File: src/rtl/sonar_pkg.sv
// Shared types and constants for the multi-channel ultrasonic ranging sequencer.
// Holds the FSM state encoding, the per-channel result record and the saturation value.
package sonar_pkg;

    typedef enum logic [2:0] {
        ST_IDLE,
        ST_TRIG,
        ST_WAIT_RISE,
        ST_MEASURE,
        ST_GUARD
    } sonar_state_e;

    typedef struct packed {
        logic        valid;
        logic        timeout;
        logic [29:0] count;
    } sonar_result_t;

    localparam logic [29:0] COUNT_SAT = 30'h3FFF_FFFF;

    function automatic int max_of(input int a, input int b);
        return (a > b) ? a : b;
    endfunction

endpackage

File: src/rtl/sonar_sync.sv
// Two-flop synchronizer for a bus of independent asynchronous level signals.
// Each bit is synchronized on its own; there is no bus coherency between bits.
module sonar_sync #(
    parameter int W = 1
) (
    input  logic         clk,
    input  logic         reset_n,
    input  logic [W-1:0] d_i,
    output logic [W-1:0] q_o
);

    logic [W-1:0] meta_q;
    logic [W-1:0] sync_q;

    always_ff @(posedge clk or negedge reset_n) begin
        if (!reset_n) begin
            meta_q <= '0;
            sync_q <= '0;
        end else begin
            meta_q <= d_i;
            sync_q <= meta_q;
        end
    end

    assign q_o = sync_q;

endmodule

File: src/rtl/sonar_array.sv
// Round-robin ultrasonic ranging sequencer: triggers one channel at a time, times its
// echo with a shared counter and keeps a {valid, timeout, count} record per channel.
//
// state      | meaning
// -----------+-------------------------------------------------------------
// IDLE       | scan stopped; waits for enable
// TRIG       | trigger[ch] high for TRIG_CYC cycles
// WAIT_RISE  | waiting for echo[ch] to rise, bounded by RISE_TO_CYC
// MEASURE    | counting echo[ch] high cycles, bounded by ECHO_TO_CYC
// GUARD      | crosstalk gap of GUARD_CYC cycles before the next channel
module sonar_array
    import sonar_pkg::*;
#(
    parameter int N_CH        = 4,
    parameter int TRIG_CYC    = 500,
    parameter int RISE_TO_CYC = 50_000,
    parameter int ECHO_TO_CYC = 1_500_000,
    parameter int GUARD_CYC   = 500_000
) (
    input  logic            clk,
    input  logic            reset_n,
    input  logic            enable,
    input  logic [N_CH-1:0] echo,
    output logic [N_CH-1:0] trigger,
    input  logic [7:0]      rd_sel,
    output logic [31:0]     rd_data,
    output logic            scan_done
);

    localparam int CNT_MAX = max_of(max_of(TRIG_CYC, GUARD_CYC), max_of(RISE_TO_CYC, ECHO_TO_CYC));
    localparam int CNT_W   = $clog2(CNT_MAX + 1);
    localparam int CH_W    = (N_CH > 1) ? $clog2(N_CH) : 1;

    sonar_state_e  state_q, state_d;
    logic [CNT_W-1:0] cnt_q, cnt_d;
    logic [CH_W-1:0]  ch_q, ch_d;
    sonar_result_t    res_q [N_CH];

    logic [N_CH-1:0] echo_s;
    logic            echo_cur;
    logic            last_ch;
    logic            guard_done;
    logic            wr_en;
    sonar_result_t   wr_val;

    sonar_sync #(.W(N_CH)) u_echo_sync (
        .clk     (clk),
        .reset_n (reset_n),
        .d_i     (echo),
        .q_o     (echo_s)
    );

    assign echo_cur   = echo_s[ch_q];
    assign last_ch    = (ch_q == CH_W'(N_CH - 1));
    assign guard_done = (cnt_q == CNT_W'(GUARD_CYC - 1));

    always_ff @(posedge clk or negedge reset_n) begin
        if (!reset_n) begin
            state_q <= ST_IDLE;
            cnt_q   <= '0;
            ch_q    <= '0;
        end else begin
            state_q <= state_d;
            cnt_q   <= cnt_d;
            ch_q    <= ch_d;
        end
    end

    // Whole record written in one cycle so a readback never sees a mixed old/new value.
    always_ff @(posedge clk or negedge reset_n) begin
        if (!reset_n) begin
            for (int i = 0; i < N_CH; i++) begin
                res_q[i] <= '0;
            end
        end else if (wr_en) begin
            res_q[ch_q] <= wr_val;
        end
    end

    always_comb begin
        state_d = state_q;
        cnt_d   = cnt_q;
        ch_d    = ch_q;
        wr_en   = 1'b0;
        wr_val  = '0;
        case (state_q)
            ST_IDLE: begin
                if (enable) begin
                    ch_d    = '0;
                    cnt_d   = '0;
                    state_d = ST_TRIG;
                end
            end
            ST_TRIG: begin
                if (cnt_q == CNT_W'(TRIG_CYC - 1)) begin
                    cnt_d   = '0;
                    state_d = ST_WAIT_RISE;
                end else begin
                    cnt_d = cnt_q + CNT_W'(1);
                end
            end
            ST_WAIT_RISE: begin
                // The cycle that detects the rise is itself the first echo-high cycle.
                if (echo_cur) begin
                    cnt_d   = CNT_W'(1);
                    state_d = ST_MEASURE;
                end else if (cnt_q == CNT_W'(RISE_TO_CYC - 1)) begin
                    wr_en          = 1'b1;
                    wr_val.valid   = 1'b1;
                    wr_val.timeout = 1'b1;
                    wr_val.count   = COUNT_SAT;
                    cnt_d          = '0;
                    state_d        = ST_GUARD;
                end else begin
                    cnt_d = cnt_q + CNT_W'(1);
                end
            end
            ST_MEASURE: begin
                if (!echo_cur) begin
                    wr_en          = 1'b1;
                    wr_val.valid   = 1'b1;
                    wr_val.timeout = 1'b0;
                    wr_val.count   = 30'(cnt_q);
                    cnt_d          = '0;
                    state_d        = ST_GUARD;
                end else if (cnt_q == CNT_W'(ECHO_TO_CYC)) begin
                    wr_en          = 1'b1;
                    wr_val.valid   = 1'b1;
                    wr_val.timeout = 1'b1;
                    wr_val.count   = COUNT_SAT;
                    cnt_d          = '0;
                    state_d        = ST_GUARD;
                end else begin
                    cnt_d = cnt_q + CNT_W'(1);
                end
            end
            ST_GUARD: begin
                if (guard_done) begin
                    cnt_d = '0;
                    if (!enable) begin
                        ch_d    = '0;
                        state_d = ST_IDLE;
                    end else if (last_ch) begin
                        ch_d    = '0;
                        state_d = ST_TRIG;
                    end else begin
                        ch_d    = ch_q + CH_W'(1);
                        state_d = ST_TRIG;
                    end
                end else begin
                    cnt_d = cnt_q + CNT_W'(1);
                end
            end
            default: begin
                state_d = ST_IDLE;
                cnt_d   = '0;
                ch_d    = '0;
            end
        endcase
    end

    always_comb begin
        trigger = '0;
        if (state_q == ST_TRIG) begin
            trigger[ch_q] = 1'b1;
        end
        scan_done = (state_q == ST_GUARD) && guard_done && last_ch;
    end

    always_comb begin
        rd_data = '0;
        if (rd_sel < 8'(N_CH)) begin
            rd_data = res_q[rd_sel[CH_W-1:0]];
        end
    end

endmodule

File: config.mk
export PLATFORM = sky130hd
export DESIGN_NAME = sonar_array
export DESIGN_NICKNAME = d
export VERILOG_FILES = /design/src/rtl/sonar_pkg.sv /design/src/rtl/sonar_sync.sv /design/src/rtl/sonar_array.sv
export SDC_FILE = /design/constraint.sdc
export NUM_CORES = 1
export LEC_CHECK = 0
export BUFFER_PORTS_ARGS = -buffer_cell sky130_fd_sc_hd__clkbuf_2
export CORE_ASPECT_RATIO = 0.6
export CORE_MARGIN = 2
export CORE_UTILIZATION = 25
export CTS_CLUSTER_SIZE = 25
export DETAILED_ROUTE_END_ITERATION = 8
export GPL_ROUTABILITY_DRIVEN = 0
export SYNTH_ARGS = -nofsm -noshare
export SYNTH_HDL_FRONTEND = slang
export SYNTH_SLANG_ARGS = --single-unit
File: constraint.sdc
create_clock -name clk -period 3.9 [get_ports clk]
set_clock_uncertainty 0.15 [all_clocks]
set_input_delay 0.195 -clock clk [delete_from_list [all_inputs] [get_ports clk]]
set_output_delay 0.195 -clock clk [all_outputs]
set_load 0.01 [all_outputs]
## Yosys cells after proc, flatten, opt, wreduce, memory -nomap -nowiden

Cells that the tools add are included.

- Register bits after elaboration: 162
- Output and inout bits: 37
- Logic and storage cells: 94

- Add/sub/neg operators: 2
- $lt $le $gt $ge: 6
- Equal/unequal tests: 14
- Mux-type cells: 44
- Bitwise gates (word level): 3
- Reduce and logical (&&, ||, !) cells: 8

Operator list:

| cell | count |
|---|---|
| $mux 32 | 8 |
| $mux 21 | 7 |
| $bwmux 128 | 1 |
| $pmux 21 s5 | 1 |
| $bmux 32 s2 | 1 |
| $demux 32 s2 | 1 |
| $pmux 32 s2 | 1 |
| $add 21x1->21 const B | 1 |
| $eq 21x16->1 const B | 1 |
| $eq 21x19->1 const B | 1 |
| $eq 21x21->1 const B | 1 |
| $eq 21x9->1 const B | 1 |
| $mux 3 | 7 |
| $pmux 3 s5 | 1 |
| $lt 8x3->1 const B | 1 |
| $mux 2 | 4 |
| $mux 1 | 7 |
| $eq 3x2->1 const B | 2 |
| $ge 3x3->1 const B | 2 |
| $ne 2x2->1 const B | 3 |
| $ne 3x3->1 const B | 2 |
| $not 2->3 | 2 |
| $pmux 2 s3 | 1 |
| $reduce_and 5->1 | 1 |
| 16 further kinds | 19 |

## Depth between registers and ports, before layout

Gate-level depths: netlist of the first run.

- Depth in word-level cells: 6
- Mapped depth: 10
- Gate-level depth less buffers: 8

## By module

Synthesis of the first run repeated with hierarchy kept, for this count alone.

- Cell total of the unflattened synthesis: 517
- Area, all modules: 6387.4 µm²

Modules (own cells, without submodules):

| module | instances | cells an instance | area an instance (µm²) |
|---|---|---|---|
| sonar_array | 1 | 509 | 6187.2 |
| sonar_sync | 1 | 8 | 200.2 |

## Worst setup path after synthesis of the first run

OpenSTA, ideal clock, no wires.

- Kind: reg2reg
- Start: register cnt_q[16]
- End: register cnt_q[17]
- Setup time: 126 ps
- Data arrival time: 2507 ps
- Path slack: 1117 ps
- Cell stages (with the launch flop): 8
- Period minus slack after synthesis: 2783 ps
- Path through: dfrtp_1 > or4_4 > nor4b_4 > a211oi_1 > or4b_4 > buf_6 > and3_1 > a221o_1

- Word-level cells in the longest chain between the ends: 4

RTL lines:

| what | line | RTL |
|---|---|---|
| start: declaration | sonar_array.sv:35 | `logic [CNT_W-1:0] cnt_q, cnt_d;` |
| start signal: assignment | sonar_array.sv:64 | `cnt_q <= cnt_d;` |
| $add 21x1->21, or another cell as far along | n/a |  |
| $mux 21 (on tied branches) | sonar_array.sv:126, sonar_array.sv:107 |  |
| $mux 21 (on tied branches) | sonar_array.sv:119, sonar_array.sv:104 |  |
| $pmux 21 s5 (*) | sonar_array.sv:86 | `case (state_q)` |

Mark *: on every way between the ends. The rest lies on a longest branch, timed or not.
A chain may end at the register's enable or synchronous reset.

## Final worst setup path of the first run

- Start: register cnt_q[0]
- End: register cnt_q[17]

Same word-level chain as after synthesis.

==> run metrics, run 1 <==
worst slew pin tran 0.807 ns; first-pass GRT wire length 24300 um; Post-route DRC 0; worst-case clock buffer depth 2; Synth Instances 508; effective utilization at floorplan 25.8%; worst setup path class flop to flop; CTS buffer count 17; Syn Nets 529; outcome finished clean; Cell Pwr Density 513 nW/um^2; RSZ-0062 raised after global routing no; Max Cap Viol 0; post-synth cell types 47; reg-to-reg slack, setup 0.79 ns; DRT Pass-1 Iters 6; RR Startpoint cnt_q[0]$_DFFE_PN0P_; #FFs+latches synth 126; leak pwr 3.61 nW; footprint of the multi-input gates 2940 um^2; Die W 209 um; FF+latch area 3150 um^2; Num Clock Sinks 126; total grt overflow 0; clk_lat worst skew 0.42 ns; critical path required time 4.05 ns; Worst Hold End ch_q[0]$_DFFE_PN0P_; Clk pin slew, worst setup/hold paths 0.06 ns; CTS tree done; chip height 127 um; Fillers 2514; crit end category flop; Cell Area, Synth 6300 um^2; vias in the first global route 4142; Worst Path Max Fanout 29; Worst Hold Class input pin to flop; most frequent cells in the layout dfrtp_1, mux2_2, clkbuf_2; Final setup viols 0; IO Count 52; initial antenna violation count 0; H-Tree Depth 4; Tot GR Track Use 12.0%; port bufs 51; share of cells above drive strength 1 38.3%; WP data arrival 3.26 ns; Vias per Instance 4.78; sequential area share after synthesis 50.0%; Max Slew Vio Count 0; WL per Instance 16.9 um; syn avg cell area 12.4 um^2; min Tclk post-route 3.11 ns; fmax 322 MHz; length in cells of the worst reg-to-reg path 8; largest net degree at the start of global routing 47; R2R Path End cnt_q[17]$_DFFE_PN0P_; commonest non-fill, non-tap cell in the layout dfrtp_1; Critical Path Source Type flop; CTS hold repair buffers 5; post-CTS sizing 0; peak supply drop 0.000342 V; Post-Route WL 15000 um; Final nets 575; FP Rows 44; CORE AREA 24400 um^2; via count 4258; WHS 0.0255 ns; Tcrit/Tclk final 79.8%; Die ar. 26500 um^2; Layout area overhead 19.2%; hold depth 4; hold wc startpoint enable; Post-CTS Setup Bufs 0; Slew headroom 46.2%; Final Hold Vio Count 0; root buffer cell clkbuf_16; setup TNS 0 ns; hpwl dp 10100 um; Final ANT Viol Nets 0; YS warnings 0; Initial DRC Count 317
power breakdown:
part | internal, W | leakage, nW | switching, W
clock | 0.00103 | 0.297 | 0.000576
combinational | 0.000319 | 1.62 | 0.000361
sequential | 0.00145 | 1.69 | 0.000109
total | 0.00281 | 3.61 | 0.00105
Yosys cell counts (all sizes together):
master / instances / area (um^2)
a21boi: 1 / 7.51
or4b: 1 / 13.8
and4: 1 / 8.76
nor2: 22 / 85.1
xnor2: 2 / 17.5
nand4b: 2 / 17.5
a22o: 7 / 61.3
ha: 6 / 75.1
dfrtp: 126 / 3150
nor4b: 1 / 23.8
xor2: 4 / 35.0
nand2: 30 / 113
or3: 1 / 6.26
and3: 31 / 194
a221o: 1 / 10.0
inv: 6 / 22.5
o41ai: 1 / 8.76
or2: 6 / 37.5
o21a: 1 / 7.51
o31ai: 2 / 15.0
nand2b: 24 / 150
nor2b: 3 / 18.8
mux2: 88 / 991
nand4: 9 / 56.3
nand3: 15 / 75.1
and2: 6 / 37.5
o21ai: 7 / 35.0
buf: 20 / 126
mux4: 24 / 541
a211oi: 2 / 15.0
nor4: 6 / 43.8
or4: 2 / 18.8
a21o: 7 / 52.6
a22oi: 1 / 7.51
clkbuf: 20 / 75.1
a31oi: 3 / 18.8
nor3: 5 / 25.0
mux2i: 5 / 50.1
a21oi: 7 / 35.0
o41a: 1 / 11.3
nand3b: 1 / 7.51
cells by family after synthesis:
family,Yosys count,share of synthesized area [%]
buffers and inverters,46,3.55
xor gates and xnor gates,6,0.834
adders and majority gates,6,1.19
DFF,126,50.0
AOI/OAI and AO/OA,41,4.53
muxes,117,25.1
and+or+nand+nor,166,14.8
layer usage:
metal	vias to the layer above	GRT usage (%)	share of wire, %
li1	1941	-	-
met1	2190	19.1	56
met2	118	15.4	38
met3	9	3.12	5.4
met4	0	3.78	0.47
met5	-	0	0
through the flow:
step	utilization, %	cell area [um^2]	instances	setup slack, ns	total power (W)
floorplan	-	6300	508	1.12	0.00210
global placement	28.1	6860	852	0.912	0.00224
detailed placement	28.1	6860	852	0.835	0.00225
CTS	30.7	7510	889	0.822	0.00389
global route	30.7	7510	889	0.581	0.00405
finish	30.7	7510	890	0.790	0.00385
critical path, cell delays in order (launching register included):
cell and delay [ns]:
dfrtp_1 0.44, ha_1 0.29, and4_1 0.21, buf_4 0.16, nand4_1 0.14, o21ai_0 0.39
or4b_4 0.71, and3_1 0.24, a221o_1 0.25
flip-flops by register name, summed over array words and instances, names as in the netlist:
signal / cells
state_q: 3
u_echo_sync.meta_q: 4
u_echo_sync.q_o: 4
ch_q: 2
cnt_q: 21
res_q: 92
worst max-delay path by stage:
stage	startpoint	endpoint	slack, ns	cells past startpoint
after detailed placement	cnt_q[0]$_DFFE_PN0P_	cnt_q[17]$_DFFE_PN0P_	0.84	8
after floorplan	cnt_q[16]$_DFFE_PN0P_	cnt_q[17]$_DFFE_PN0P_	1.12	7
after CTS	cnt_q[0]$_DFFE_PN0P_	cnt_q[17]$_DFFE_PN0P_	0.82	8
after global placement	cnt_q[16]$_DFFE_PN0P_	cnt_q[17]$_DFFE_PN0P_	0.91	6
after global routing	cnt_q[0]$_DFFE_PN0P_	cnt_q[17]$_DFFE_PN0P_	0.58	8
final	cnt_q[0]$_DFFE_PN0P_	cnt_q[17]$_DFFE_PN0P_	0.79	8
layout make-up:
class,count,area share (%)
timing repair buffer,67,5.20
tap,322,5.36
multi-input combinational,336,39.1
sequential,126,42.0
inverter,6,0.300
antenna,1,0.0333
clock buffer,21,6.13
clock inverter,11,1.87
Power figures use the tool's default switching activity.
==> run 2: changes to the inputs <==
==> constraint.sdc (replaced) <==
create_clock -name clk -period 3.22 [get_ports clk]
set_clock_uncertainty 0.15 [all_clocks]
set_input_delay 0.161 -clock clk [delete_from_list [all_inputs] [get_ports clk]]
set_output_delay 0.161 -clock clk [all_outputs]
set_load 0.01 [all_outputs]
==> run 2 against run 1 <==
Clock power up 16%. Global-route usage is essentially flat. Power is 19% higher. Highest routed layer unchanged. Critical endpoint unchanged. Count of clock-buffer cells in the layout grew 1. Die area is the same. Sequential cell count did not move. Worst setup slack lost 0.59 ns. Critical path type unchanged. Design area increased by 1.1%. Via count increased by 1.7%. First-iteration DRC count down 3.8%. Register-to-register slack lost 0.59 ns. Wire length rose by 2.0%.
==> run metrics, run 2 (synthesis gave the netlist of run 1 again) <==
Slew headroom 46.2% (about the same); CP startpoint cnt_q[18]$_DFFE_PN0P_; met1 WL 8600 um (+1.8%); most frequent cells in the layout dfrtp_1, mux2_2, clkbuf_2; worst slew pin tran 0.801 ns (-0.00547 ns); fmax 331 MHz (+2.8%); Max Cap Viol 0 (unchanged); Comb power frac 18.3% (+0.7 points); Post-route DRC 0 (unchanged); crit end category flop; first-pass GRT wire length 24300 um (-0.25%); Sw Share 27.2% (+0.096 points); min Tclk post-route 3.03 ns (-0.0851 ns); Final ANT Viol Nets 0 (unchanged); RR Startpoint cnt_q[18]$_DFFE_PN0P_; Die W 209 um (unchanged); RSZ-0062 raised after global routing no; stages on the worst setup path 6 (-2); reg-to-reg slack, setup 0.19 ns (-0.59 ns); commonest non-fill, non-tap cell in the layout dfrtp_1; Initial DRC Count 305 (-3.8%); Max Slew Vio Count 0 (unchanged); Post-Route WL 15300 um (+2.0%); crit path cell chain or4_4, nor4b_4, a211oi_1, or4b_4, and3_1, a221o_1; total power 0.00459 W (+19%); WP data arrival 3.17 ns (-0.09 ns); Cell Pwr Density 605 nW/um^2 (+18%); CP endpoint cnt_q[17]$_DFFE_PN0P_; Final setup viols 0 (unchanged); length in cells of the worst reg-to-reg path 6 (-2); hpwl dp 10600 um (+4.4%); CORE AREA 24400 um^2 (unchanged); max reg flops 92 (unchanged); port bufs 51 (unchanged); Tot GR Track Use 12.1% (+0.044 points); met2 WL 5580 um (-1.9%); setup TNS 0 ns (unchanged); Vias per Instance 4.82 (+0.65%); Critical Path Max Stage Delay 0.74 ns (+0.03 ns); share of cells above drive strength 1 39.5% (+1.2 points); Num Clock Sinks 126 (unchanged); R2R Path End cnt_q[17]$_DFFE_PN0P_; via count 4329 (+1.7%); leak pwr 3.67 nW (+1.7%); WL per Instance 17.0 um (+0.98%); Post-CTS Setup Bufs 0 (unchanged); Final nets 587 (+2.1%); Int Pwr 0.00334 W (+19%); Worst Hold Class input pin to flop; NetSw 0.00125 W (+20%); Clk pin slew, worst setup/hold paths 0.05 ns (about the same); vias in the first global route 4114 (-0.68%); FP Rows 44 (unchanged); worst setup path class flop to flop; peak supply drop 0.000285 V (-17%); IO Count 52 (unchanged); WL met3 983 um (+22%); worst-case clock buffer depth 2 (unchanged); largest net degree at the start of global routing 62 (+32%); Worst Path Max Fanout 29 (unchanged); register share of total power 41.2% (+0.6 points); CTS buffer count 17 (unchanged); Layout area overhead 20.5%; Tcrit/Tclk final 94.0% (+14 points); total grt overflow 0 (unchanged); CP max stage cell or4b_4; Top reg by flops res_q; Clock power frac 40.4% (-1.4 points); Diodes inserted 0 (-1); Final Hold Vio Count 0 (unchanged); root buffer cell clkbuf_16; H-Tree Depth 4 (unchanged); Top Layer Used met4; Critical Path Source Type flop; Final Util 31.1% (+0.34 points); DRT Pass-1 Iters 5 (-1); effective utilization at floorplan 25.8% (unchanged); chip height 127 um (unchanged); CTS tree done; delay-heaviest family, CP simple AND/OR/NAND/NOR gates; outcome finished clean; initial antenna violation count 0 (unchanged); Top Registers res_q (92), cnt_q (21); worst path bufs/invs 0 (-1); clk_lat worst skew 0.42 ns (about the same); critical path required time 3.37 ns (-0.68 ns); Die ar. 26500 um^2 (unchanged)
## run 2: power groups by stage
stage          clock (W)  combinational (W)  sequential (W)
2_1_floorplan          0           0.000685         0.00185
3_3_place_gp           0           0.000812         0.00191
3_5_place_dp           0           0.000830         0.00191
4_1_cts          0.00189           0.000836         0.00189
5_1_grt          0.00196           0.000927         0.00192
6_report         0.00186           0.000842         0.00189
## run 2: how the worst min path moves through the flow
| stage | startpoint | endpoint | slack [ns] | cells past startpoint |
|---|---|---|---|---|
| 3_3_place_gp | echo[2] | u_echo_sync.meta_q[2]$_DFF_PN0_ | 0.12 | 1 |
| 4_1_cts | enable | ch_q[0]$_DFFE_PN0P_ | 0.003 | 4 |
| 5_1_grt | enable | ch_q[0]$_DFFE_PN0P_ | 0.04 | 4 |
| 3_5_place_dp | echo[1] | u_echo_sync.meta_q[1]$_DFF_PN0_ | 0.12 | 1 |
| 6_report | enable | ch_q[0]$_DFFE_PN0P_ | 0.01 | 4 |
| 2_1_floorplan | reset_n | ch_q[0]$_DFFE_PN0P_ | -0.28 | 0 |
## run 2: final cells by class
cell class | instances | area [um^2]
Inverter | 6 | 22.5
Clock inverter | 8 | 90.1
Clock buffer | 22 | 474
Tap cell | 322 | 403
Sequential cell | 126 | 3150
Timing Repair Buffer | 79 | 505
Multi-Input combinational cell | 336 | 2950
Fill cell | 2506 | 16800
## run 2: worst min-delay path, cell delays in order
cell and delay (ns):
clkbuf_2 0.15, nand2_1 0.08, nand2_1 0.06, o21ai_0 0.07
## run 2: repair_timing
action / 4_1_cts / 5_1_grt
hold endpoints to repair: 63 / 0
resized for setup: 0 / 1
hold buffers: 5 / 0
endpoints found under the setup margin: 0 / 8
## run 2: metal layers
layer,global-route usage [%],up-vias
met5,0,-
met4,3.74,0
met3,3.39,14
met2,14.5,162
met1,19.8,2191
li1,-,1962
## run 2: stage by stage
step                hold slack, ns  std cells  cell area, um^2  setup WS (ns)
floorplan                   -0.285        508             6300          0.437
global placement             0.121        864             6970          0.295
detailed placement           0.121        864             6970          0.125
CTS                        0.00319        899             7590         0.0960
global route                0.0443        899             7590         0.0409
finish                      0.0146        899             7590          0.195
==> run 3: changes to the inputs <==
==> constraint.sdc (replaced) <==
create_clock -name clk -period 2.8 [get_ports clk]
set_clock_uncertainty 0.15 [all_clocks]
set_input_delay 0.14 -clock clk [delete_from_list [all_inputs] [get_ports clk]]
set_output_delay 0.14 -clock clk [all_outputs]
set_load 0.01 [all_outputs]
==> run 3 against run 2 <==
The flow now finishes with violations (negative setup slack). Largest power group is now clock. Clock power up 28%. Die area unchanged. Critical path depth up 1. Sequential power up 14%. Cell count up 3.9%. Sequential cell count unchanged. Worst hold slack better by 0.063 ns. Count of clock-buffer cells in the layout down 3. Sequential share of layout area down 2.5 points. Via count up 3.5%. Register-to-register slack worse by 0.21 ns.
==> run metrics, run 3 (synthesis gave the netlist of run 1 again) <==
outcome finished, violations left; failing checks negative setup slack; WL per Instance 17.7 um (+4.2%); first-pass GRT wire length 26200 um (+8.2%); fin area 8080 um^2 (+6.4%); Final ANT Viol Nets 0 (unchanged); Slew headroom 45.4% (-0.72 points); Tcrit/Tclk final 100% (+6.5 points); CP endpoint cnt_q[17]$_DFFE_PN0P_; H-Tree Depth 4 (unchanged); CTS buffer count 17 (unchanged); Max Cap Viol 0 (unchanged); worst path bufs/invs 1 (+1); leak pwr 3.89 nW (+5.9%); Initial DRC Count 264 (-13%); port bufs 51 (unchanged); CP max stage cell or4b_4; Max Slew Vio Count 0 (unchanged); max reg flops 92 (unchanged); Die ar. 26500 um^2 (unchanged); R2R Path End cnt_q[17]$_DFFE_PN0P_; crit path cell chain or4_4, nor4b_4, buf_4, a21boi_4, or4b_4, and3_4, a221o_1; share of cells above drive strength 1 45.8% (+6.2 points); effective utilization at floorplan 25.8% (unchanged); Area after DPL 7220 um^2 (+3.5%); RSZ-0062 raised after global routing yes; via count 4482 (+3.5%); initial antenna violation count 0 (unchanged); crit end category flop; commonest non-fill, non-tap cell in the layout dfrtp_1; delay-heaviest family, CP simple AND/OR/NAND/NOR gates; root buffer cell clkbuf_16; Post-route DRC 0 (unchanged); min Tclk post-route 2.81 ns (-0.212 ns); Critical Path Max Stage Delay 0.62 ns (-0.12 ns); length in cells of the worst reg-to-reg path 7 (+1); CTS tree done; FP Rows 44 (unchanged); final worst slack -0.0135 ns (-0.208 ns); Diodes inserted 0 (unchanged); DRT Pass-1 Iters 5 (unchanged); worst slew pin tran 0.812 ns (+0.0108 ns); Cell Pwr Density 721 nW/um^2 (+19%); Clk pin slew, worst setup/hold paths 0.06 ns (about the same); Critical Path Source Type flop; Worst Hold Class input pin to asynchronous set/reset pin; critical path required time 2.96 ns (-0.41 ns); IO Count 52 (unchanged); CORE AREA 24400 um^2 (unchanged); WHS 0.0772 ns (+0.0626 ns); reg-to-reg slack, setup -0.01 ns (-0.21 ns); chip height 127 um (unchanged); total grt overflow 0 (unchanged); Tot GR Track Use 13.0% (+0.92 points); Vias per Instance 4.80 (-0.35%); Final setup viols 5 (+5); Worst Path Max Fanout 7 (-76%); Top Registers res_q (92), cnt_q (21); setup TNS -0.0433 ns (-0.0433 ns); Layout area overhead 28.2%; hpwl dp 11200 um (+5.8%); largest net degree at the start of global routing 53 (-15%); CP startpoint cnt_q[16]$_DFFE_PN0P_; Fillers 2461 (-1.8%); Num Clock Sinks 126 (unchanged); Final Hold Vio Count 0 (unchanged); vias in the first global route 4511 (+9.6%); Post-Route WL 16600 um (+8.2%); WP data arrival 2.97 ns (-0.20 ns); RR Startpoint cnt_q[16]$_DFFE_PN0P_; Final nets 620 (+5.6%); fmax 355 MHz (+7.5%); Top reg by flops res_q; peak supply drop 0.000448 V (+57%); clk_lat worst skew 0.42 ns (about the same); most frequent cells in the layout dfrtp_1, mux2_2, clkbuf_2; worst-case clock buffer depth 2 (unchanged); Die W 209 um (unchanged); stages on the worst setup path 7 (+1); worst setup path class flop to flop
## run 3: cell count changes in the layout (fill, tap and decap cells not counted), moves of 3 or more
| cell | previous run | this run |
|---|---|---|
| nand2_1 | 30 | 26 |
| a21oi_2 | 0 | 3 |
| a21oi_1 | 7 | 4 |
| clkinvlp_4 | 0 | 5 |
| buf_4 | 22 | 46 |
| buf_6 | 0 | 3 |
| buf_12 | 2 | 6 |
| nand2_2 | 0 | 4 |
| clkinv_2 | 6 | 1 |
## run 3: worst min path at each step
stage	slack, ns	depth (start not counted)	endpoint
after detailed placement	-0.03	1	res_q[127]$_DFFE_PN0P_
final	0.08	2	res_q[80]$_DFFE_PN0P_
after floorplan	-0.31	0	ch_q[0]$_DFFE_PN0P_
after global placement	-0.03	1	res_q[127]$_DFFE_PN0P_
after CTS	0.07	2	res_q[80]$_DFFE_PN0P_
after global routing	0.12	2	res_q[80]$_DFFE_PN0P_
## run 3: what timing repair did
action	CTS	global route
hold buffers	6	0
pin swaps	1	19
setup buffers	4	1
hold endpoints to repair	131	0
endpoints found under the setup margin	82	107
resized for setup	5	24
gates cloned	1	0
## run 3: stage by stage
stage / power [W] / setup WS (ns) / util [%] / instances
finish: 0.00583 / -0.0135 / 33.1 / 934
global route: 0.00611 / -0.0657 / 33.1 / 934
floorplan: 0.00292 / 0.0173 / - / 508
detailed placement: 0.00328 / -0.0656 / 29.5 / 890
global placement: 0.00325 / -0.00909 / 29.5 / 890
CTS: 0.00578 / -0.00403 / 32.6 / 933
## run 3: cell type report
cell class | instances | area, um^2 | area share, %
Inverter | 6 | 22.5 | 0.279
Tap cell | 322 | 403 | 4.99
Sequential cell | 126 | 3150 | 39.0
Timing Repair Buffer | 111 | 810 | 10.0
Clock buffer | 19 | 443 | 5.48
Clock inverter | 13 | 189 | 2.34
Multi-Input combinational cell | 337 | 3060 | 37.9
## run 3: routing by layer
| metal | GRT usage [%] | up-vias | part of all wire (%) |
|---|---|---|---|
| li1 | - | 2035 | - |
| met1 | 20.5 | 2293 | 53 |
| met2 | 17.1 | 135 | 40 |
| met3 | 3.24 | 19 | 5.3 |
| met4 | 3.57 | 0 | 1.2 |
| met5 | 0 | - | 0 |
## run 3: power breakdown
part | internal (W) | switching (W) | leakage, nW | total [W]
logic | 0.000661 | 0.000638 | 1.91 | 0.00130
registers | 0.00202 | 0.000127 | 1.69 | 0.00215
clock network | 0.00152 | 0.000862 | 0.292 | 0.00238
total | 0.00420 | 0.00163 | 3.89 | 0.00583
